[config.mk]
export PLATFORM = sky130hd
export DESIGN_NAME = eight_bit_add_sub_flat
export DESIGN_NICKNAME = d
export VERILOG_FILES = /design/src/rtl/eight_bit_add_sub_pkg.sv /design/src/rtl/eight_bit_add_sub_if.sv /design/src/rtl/eight_bit_add_sub_full_adder.sv /design/src/rtl/eight_bit_add_sub.sv /design/src/flat_wrapper.sv
export SDC_FILE = /design/constraint.sdc
export NUM_CORES = 1
export LEC_CHECK = 0
export BUFFER_PORTS_ARGS = -buffer_cell sky130_fd_sc_hd__buf_4
export CAP_MARGIN = 30
export CORE_UTILIZATION = 45
export CTS_CLUSTER_SIZE = 16
export DETAILED_ROUTE_END_ITERATION = 8
export PLACE_DENSITY = 0.76
export RECOVER_POWER = 100
export SYNTH_ARGS = -nofsm -noshare
export SYNTH_HDL_FRONTEND = slang
export SYNTH_SLANG_ARGS = --single-unit
[constraint.sdc]
create_clock -name clk -period 1 [get_ports clk]
set_input_delay 0.2 -clock clk [delete_from_list [all_inputs] [get_ports clk]]
set_output_delay 0.2 -clock clk [all_outputs]
set_load 0.02 [all_outputs]
[src/rtl/eight_bit_add_sub_pkg.sv]
// Shared constants for the registered adder/subtractor slice.
// Latency: n/a (constants only).
// Backpressure: n/a.
package eight_bit_add_sub_pkg;

  // Operation select encoding for the mode input
  localparam logic MODE_ADD = 1'b0;
  localparam logic MODE_SUB = 1'b1;

  // Default operand/result width; anything >= 2 is legal
  localparam int DEFAULT_WIDTH = 8;

endpackage

[src/rtl/eight_bit_add_sub_if.sv]
// Operand/result bundle between an issuing block and the adder/subtractor.
// Latency: n/a (wires only).
// Backpressure: none; the slave accepts one operation every cycle.
interface eight_bit_add_sub_if
  import eight_bit_add_sub_pkg::*;
#(
  parameter int WIDTH = DEFAULT_WIDTH
) ();

  logic             in_valid;
  logic [WIDTH-1:0] data0;
  logic [WIDTH-1:0] data1;
  logic             mode;
  logic             out_valid;
  logic [WIDTH-1:0] final_sum;
  logic             final_carry_out;
  logic             overflow;

  // Issuer: drives operands, observes registered results
  modport master (
    output in_valid, data0, data1, mode,
    input  out_valid, final_sum, final_carry_out, overflow
  );

  // Arithmetic block: consumes operands, drives registered results
  modport slave (
    input  in_valid, data0, data1, mode,
    output out_valid, final_sum, final_carry_out, overflow
  );

endinterface

[src/rtl/eight_bit_add_sub_full_adder.sv]
// One-bit full adder cell used to build the ripple-carry chain.
// Latency: purely combinational.
// Backpressure: n/a.
module full_adder (
  input  logic a,
  input  logic b,
  input  logic cin,
  output logic s,
  output logic cout
);

  logic p;

  // Propagate term shared by sum and carry
  assign p    = a ^ b;
  assign s    = p ^ cin;
  assign cout = (a & b) | (cin & p);

endmodule

[src/rtl/eight_bit_add_sub.sv]
// Two's-complement add/subtract with carry-out and signed overflow, registered outputs.
// Latency: 1 cycle from an in_valid edge to out_valid/results.
// Backpressure: none; accepts a new operation every cycle, results hold when idle.
module eight_bit_add_sub
  import eight_bit_add_sub_pkg::*;
#(
  parameter int WIDTH = DEFAULT_WIDTH
) (
  input  logic               clk,
  input  logic               rst,
  eight_bit_add_sub_if.slave bus
);

  logic             sub_sel;
  logic [WIDTH-1:0] b_eff;
  logic [WIDTH:0]   c;
  logic [WIDTH-1:0] s;

  logic             out_valid_q;
  logic [WIDTH-1:0] sum_q;
  logic             carry_q;
  logic             ovf_q;

  // Subtract is A + ~B + 1: invert B and inject the +1 as carry-in
  assign sub_sel = (bus.mode == MODE_SUB);
  assign b_eff   = bus.data1 ^ {WIDTH{sub_sel}};
  assign c[0]    = sub_sel;

  // Ripple-carry chain, LSB first
  for (genvar i = 0; i < WIDTH; i++) begin : g_fa
    full_adder u_fa (
      .a    (bus.data0[i]),
      .b    (b_eff[i]),
      .cin  (c[i]),
      .s    (s[i]),
      .cout (c[i+1])
    );
  end

  // Capture results on valid edges; idle edges drop out_valid but keep the last result
  always_ff @(posedge clk or posedge rst) begin
    if (rst) begin
      out_valid_q <= 1'b0;
      sum_q       <= '0;
      carry_q     <= 1'b0;
      ovf_q       <= 1'b0;
    end else begin
      out_valid_q <= bus.in_valid;
      if (bus.in_valid) begin
        sum_q   <= s;
        carry_q <= c[WIDTH];
        // Carry into and out of the sign bit disagree exactly on signed overflow
        ovf_q   <= c[WIDTH] ^ c[WIDTH-1];
      end
    end
  end

  assign bus.out_valid       = out_valid_q;
  assign bus.final_sum       = sum_q;
  assign bus.final_carry_out = carry_q;
  assign bus.overflow        = ovf_q;

endmodule

[src/flat_wrapper.sv]
// flat-port wrapper written by rule: the top's interface ports become plain ports
module eight_bit_add_sub_flat import eight_bit_add_sub_pkg::*;
#(
  parameter int WIDTH = DEFAULT_WIDTH
)
  (clk, rst, bus_in_valid, bus_data0, bus_data1, bus_mode, bus_out_valid, bus_final_sum, bus_final_carry_out, bus_overflow);
  eight_bit_add_sub_if #(.WIDTH(WIDTH)) bus_i ();
  input  logic clk;
  input  logic rst;
  input wire logic [$bits(bus_i.in_valid)-1:0] bus_in_valid;
  input wire logic [$bits(bus_i.data0)-1:0] bus_data0;
  input wire logic [$bits(bus_i.data1)-1:0] bus_data1;
  input wire logic [$bits(bus_i.mode)-1:0] bus_mode;
  output wire logic [$bits(bus_i.out_valid)-1:0] bus_out_valid;
  output wire logic [$bits(bus_i.final_sum)-1:0] bus_final_sum;
  output wire logic [$bits(bus_i.final_carry_out)-1:0] bus_final_carry_out;
  output wire logic [$bits(bus_i.overflow)-1:0] bus_overflow;
  assign bus_i.in_valid = bus_in_valid;
  assign bus_i.data0 = bus_data0;
  assign bus_i.data1 = bus_data1;
  assign bus_i.mode = bus_mode;
  assign bus_out_valid = bus_i.out_valid;
  assign bus_final_sum = bus_i.final_sum;
  assign bus_final_carry_out = bus_i.final_carry_out;
  assign bus_overflow = bus_i.overflow;
  eight_bit_add_sub #(.WIDTH(WIDTH)) u_core (.clk(clk), .rst(rst), .bus(bus_i));
endmodule
# --- After elaboration in Yosys (flattened, before gate mapping) ---
# Index checks and enable logic that the tools add are counted.
# W data, S select, Z words.
op_classes:
  bitwise_logic: 42
  n_mul: 0
  add_sub_neg: 0
  n_shift: 0
  magnitude_cmp: 0
  reduce_logical: 0
  div: 0
  n_eq_ne: 0
  n_mux: 0
ops:
  columns: ["cell", "count"]
  rows:
  - ["$xor A1 B1 Y1", 17]
  - ["$and A1 B1 Y1", 16]
  - ["$or A1 B1 Y1", 8]
  - ["$xor A8 B8 Y8", 1]
word_totals:
  mem_count: 0
  latchBits: 0
  in_bits: 20
  ramBits: 0
  out_inout_bits: 11
  register_bits: 11
  elab_cells: 46
  romBits: 0

# --- Longest topological paths before layout ---
logic_depth:
  word_depth: 19
  ltp_mapped: 14
  mapped_depth_nobuf: 13

# --- Cells and area by module ---
# A second synthesis with hierarchy kept.
unflattened:
  hier_cells: 42
  hier_area_um2: 676.9
modules_own_cells:
  columns: ["module", "seq_area_each_um2", "area_per_inst_um2", "instances", "cells_per_inst"]
  rows:
  - ["eight_bit_add_sub", 275.3, 516.7, 1, 34]
  - ["full_adder", 0.0, 20.0, 8, 1]

# --- Worst setup path before layout ---
# No wires, ideal clock.
synth_timing:
  kind: "in2reg"
  startpoint: "input port bus_mode"
  endpoint: "register u_core.sum_q[7], in the netlist u_core.bus.final_sum[7]"
  t_arrival_ns: 3.375
  n_path_buf: 1
  path_stages: 13
  setup_time_ns: 0.125
  slack_ns: -2.500
  t_required_ns: 0.875
  cell_sequence: "buf_4 > xnor2_1 > fa_1 > fa_1 > fa_1 > fa_1 > inv_1 > fa_1 > inv_1 > fa_1 > inv_1 > fa_1 > mux2_4"
synth_between:
  elab_chain_cells: 17
  elab_cells_between_ends: 31
  classes_between: "31 x bitwise"
synth_lines:
  columns: ["item", "line_no", "source"]
  rows:
  - ["from (decl)", "flat_wrapper.sv:13", "input wire logic [$bits(bus_i.mode)-1:0] bus_mode;"]
  - ["$xor A8 B8 Y8", "eight_bit_add_sub.sv:26", "assign b_eff = bus.data1 ^ {WIDTH{sub_sel}};"]
  - ["$xor A1 B1 Y1", "eight_bit_add_sub_full_adder.sv:15", "assign p = a ^ b;"]
  - ["$and A1 B1 Y1", "eight_bit_add_sub_full_adder.sv:17", "assign cout = (a & b) | (cin & p);"]
  - ["$or A1 B1 Y1", "eight_bit_add_sub_full_adder.sv:17", null]
  - ["$and A1 B1 Y1", "eight_bit_add_sub_full_adder.sv:17", null]
  - ["$or A1 B1 Y1", "eight_bit_add_sub_full_adder.sv:17", null]
  - ["$and A1 B1 Y1", "eight_bit_add_sub_full_adder.sv:17", null]
  - ["$or A1 B1 Y1", "eight_bit_add_sub_full_adder.sv:17", null]
  - ["(+2 left out)", null, null]
  - ["$and A1 B1 Y1", "eight_bit_add_sub_full_adder.sv:17", null]
  - ["$or A1 B1 Y1", "eight_bit_add_sub_full_adder.sv:17", null]
  - ["$and A1 B1 Y1", "eight_bit_add_sub_full_adder.sv:17", null]
  - ["$or A1 B1 Y1", "eight_bit_add_sub_full_adder.sv:17", null]
  - ["$and A1 B1 Y1", "eight_bit_add_sub_full_adder.sv:17", null]
  - ["$or A1 B1 Y1", "eight_bit_add_sub_full_adder.sv:17", null]
  - ["$xor A1 B1 Y1 *", "eight_bit_add_sub_full_adder.sv:16", "assign s = p ^ cin;"]
  - ["named net u_core.g_fa[7].u_fa.s", "eight_bit_add_sub_full_adder.sv:8", "output logic s,"]
  - ["to (signal assigned)", "eight_bit_add_sub.sv:50", "sum_q <= s;"]
  - ["to (decl)", "eight_bit_add_sub.sv:20", "logic [WIDTH-1:0] sum_q;"]
# Mark *: on every way through the listed nets, which the timed path passes. The rest lies on a longest branch.
# A chain may end at the register's enable or synchronous reset.

# --- Worst setup path after layout ---
layout_timing:
  startpoint: "input port bus_data1[1]"
  endpoint: "register u_core.sum_q[7], in the netlist u_core.bus.final_sum[7]"
layout_between:
  elab_chain_cells: 15
  elab_cells_between_ends: 16
  classes_between: "16 x bitwise"
layout_lines:
  columns: ["item", "line_no", "source"]
  rows:
  - ["from (decl)", "flat_wrapper.sv:12", "input wire logic [$bits(bus_i.data1)-1:0] bus_data1;"]
  - ["$xor A8 B8 Y8 *", "eight_bit_add_sub.sv:26", null]
  - ["$xor A1 B1 Y1", "eight_bit_add_sub_full_adder.sv:15", null]
  - ["$and A1 B1 Y1", "eight_bit_add_sub_full_adder.sv:17", null]
  - ["$or A1 B1 Y1 *", "eight_bit_add_sub_full_adder.sv:17", null]
  - ["$and A1 B1 Y1 *", "eight_bit_add_sub_full_adder.sv:17", null]
  - ["$or A1 B1 Y1 *", "eight_bit_add_sub_full_adder.sv:17", null]
  - ["$and A1 B1 Y1 *", "eight_bit_add_sub_full_adder.sv:17", null]
  - ["$or A1 B1 Y1 *", "eight_bit_add_sub_full_adder.sv:17", null]
  - ["$and A1 B1 Y1 *", "eight_bit_add_sub_full_adder.sv:17", null]
  - ["$or A1 B1 Y1 *", "eight_bit_add_sub_full_adder.sv:17", null]
  - ["$and A1 B1 Y1 *", "eight_bit_add_sub_full_adder.sv:17", null]
  - ["$or A1 B1 Y1 *", "eight_bit_add_sub_full_adder.sv:17", null]
  - ["$and A1 B1 Y1 *", "eight_bit_add_sub_full_adder.sv:17", null]
  - ["$or A1 B1 Y1 *", "eight_bit_add_sub_full_adder.sv:17", null]
  - ["$xor A1 B1 Y1 *", "eight_bit_add_sub_full_adder.sv:16", null]
  - ["named net u_core.g_fa[7].u_fa.s", "eight_bit_add_sub_full_adder.sv:8", null]
# Marked as above.

==> run metrics <==
outcome finished, violations left; failing checks negative setup slack; Crit Path Category input port to flop; Remaining Overflow, GRT 0; Pleak 0.579 nW; vias 520; synth cell count leaders dfrtp_1, inv_1, fa_1, xnor2_1; Synth area leaders dfrtp_1, fa_1, xnor2_1, mux2_4, a21oi_2; drt initial violations 3; Syn-to-layout area delta 64.7%; vias per std cell 4.37; syn_nets 83; Req. time, crit path 1.14 ns; worst relative slew slack 72.7%; Sink Count 11; drt pass-1 iters 2; FFs w/ async S/R, synth 100%; routed len/inst 12.0 um; Max Cap Violations 0; number of flops mapped to enable cells by yosys 0; final period utilization 308%; Worst-Margin Slew 0.409 ns; Final Setup Violations 9; DRC 0; largest net degree at the start of global routing 13; CP peak stage delay 0.42 ns; Routed WL 1420 um; initial antenna violation count 0; Mapped Cells 56; clock buffer depth 2; Top FF cell, synth dfrtp_1; Placer Congestion 0.681; family with the most delay on the worst path adder cells; design area 1190 sq um; Synth top area share 37.9%; most frequent cell after synthesis dfrtp_1; sequential share of the synthesized area 37.9%; CP max stage cell fa_2; Initial Util 48.2%; clock skew 0 ns; cell taking the most area after synthesis dfrtp_1; H-tree depth 1; HP Class input port to flop; CORE AREA 1510 sq um; Crit Path Max Fanout 2; Pins Over Slew Limit 0; minimum setup slack in the final design -2.08 ns; Root Driver clkbuf_4; first-pass GRT wire length 2370 um; Total Routing Usage GR 18.0%; Layout Nets 131; crit path cell chain buf_8 > xnor2_4 > fa_2 > fa_2 > fa_2 > fa_2 > inv_2 > fa_2 > inv_2 > fa_2 > inv_2 > fa_2 > mux2_4; highest ir drop seen on vdd 1.10 mV; YS warnings 0; vias in the first global route 570; WP data arrival 3.22 ns; synthesized flop and latch total 11; Stages on worst setup path 13; Power per Cell Area 1640 nW/um^2; Chip Height 42.2 um; clock slew at reported path FFs 0.07 ns; diodes inserted 0; Fmax 325 MHz; Critical path buffers and inverters 4; Antenna Nets Post-Route 0; CTS tree yes; I/O Pins 31; Final Core Density 79.3%; mapped cell area 726 sq um; placed inst area 1020 sq um; TritonCTS Buffers 3; Yosys cell types 12; I/O Buffers 30; FF-to-FF path depth 2; RSZ-0062 raised after global routing yes; crit-path most repeated cell fa_2; ratio of cells with drive above 1 in the final layout 70.9%; Avg Cell Area, Syn 13.0 sq um; Hold Path Stages 2; FP Rows 14; endpoint class of the critical path flop; hpwl dp 1050 um; clk_lat worst skew 0.26 ns; endpoints failing hold 0; DIE WIDTH 42.2 um; Startpoint Class input port; die area 1780 sq um; crit path time final 3.08 ns
[stage by stage]
stage          std cells  setup TNS, ns  setup slack, ns  total power, mW  hold WS, ns
6_report             119         -10.72            -2.08             1.96        0.272
5_1_grt              119         -11.08            -2.12             2.08        0.265
4_1_cts              118         -10.37            -2.04             1.95        0.271
3_5_place_dp         104         -12.89            -2.34             1.43        0.215
3_3_place_gp         104         -12.60            -2.29             1.39        0.205
2_1_floorplan         56         -12.12            -2.24             1.11       0.0524
[layer usage]
| layer | vias to the layer above | global-route usage, % | part of all wire, % |
|---|---|---|---|
| li1 | 261 | - | - |
| met1 | 244 | 21.6 | 41 |
| met2 | 15 | 31.9 | 56 |
| met3 | 0 | 2.59 | 3.3 |
| met4 | 0 | 8.13 | 0 |
| met5 | - | 0 | 0 |
[timing repair]
action / CTS / global route
resized for setup: 17 / 5
buffers inserted: 9 / 2
hold buffers: 1 / 0
cloned: 0 / 0
endpoints found under the hold margin: 11 / 0
endpoints found under the setup margin: 17 / 19
pin swaps: 2 / 1
[cell usage in the layout (no fill, tap or decap)]
cell type,count
mux2i_1,2
xnor2_4,1
nor2_1,1
buf_4,29
a21oi_2,5
xor2_1,2
buf_8,2
buf_6,12
xnor2_2,1
clkbuf_1,1
clkbuf_4,4
mux2_4,4
inv_2,3
nor2_2,4
dfrtp_1,11
buf_12,1
dlygate4sd3_1,1
inv_1,7
xnor2_1,5
fa_2,7
[final cells by class]
class / instances / area [sq um]
multi-input cells: 32 / 415
well taps: 16 / 20.0
inverters: 10 / 37.5
clock buffers: 4 / 26.3
flip-flops and latches: 11 / 275
repair buffers: 46 / 420
fillers: 89 / 312
[power breakdown]
| part | internal, mW | switching [mW] |
|---|---|---|
| clock | 0.154 | 0.134 |
| sequential | 0.554 | 0.0824 |
| combinational | 0.615 | 0.424 |
[registers in the layout, summed over array words and instances (netlist names)]
| signal | flops |
|---|---|
| u_core.bus.final_carry_out | 1 |
| u_core.bus.out_valid | 1 |
| u_core.bus.final_sum | 8 |
| u_core.bus.overflow | 1 |
[path summary, 6_finish.rpt]
check	start	to	slack (ns)
max reg2reg	u_core.bus.final_carry_out	u_core.bus.final_carry_out	0.08
min in group asynchronous	rst	u_core.bus.final_carry_out	0.48
max in group asynchronous	rst	u_core.bus.final_sum[0]	0.23
min	bus_in_valid	u_core.bus.overflow	0.27
min reg2reg	u_core.bus.final_sum[2]	u_core.bus.final_sum[2]	0.54
max	bus_data1[1]	u_core.bus.final_sum[7]	-2.08
[cell families (layout without fill, tap and decap cells)]
kind of cell / after synthesis / after routing / share of synthesized area, %
buffers and inverters: 13 / 60 / 10.5
and+or+nand+nor: 5 / 5 / 4.31
muxes: 6 / 6 / 11.0
xor gates and xnor gates: 9 / 9 / 10.9
AOI/OAI and AO/OA: 5 / 5 / 6.03
adders and majority gates: 7 / 7 / 19.3
DFF: 11 / 11 / 37.9
No activity file was read; power rests on OpenSTA's default activity.
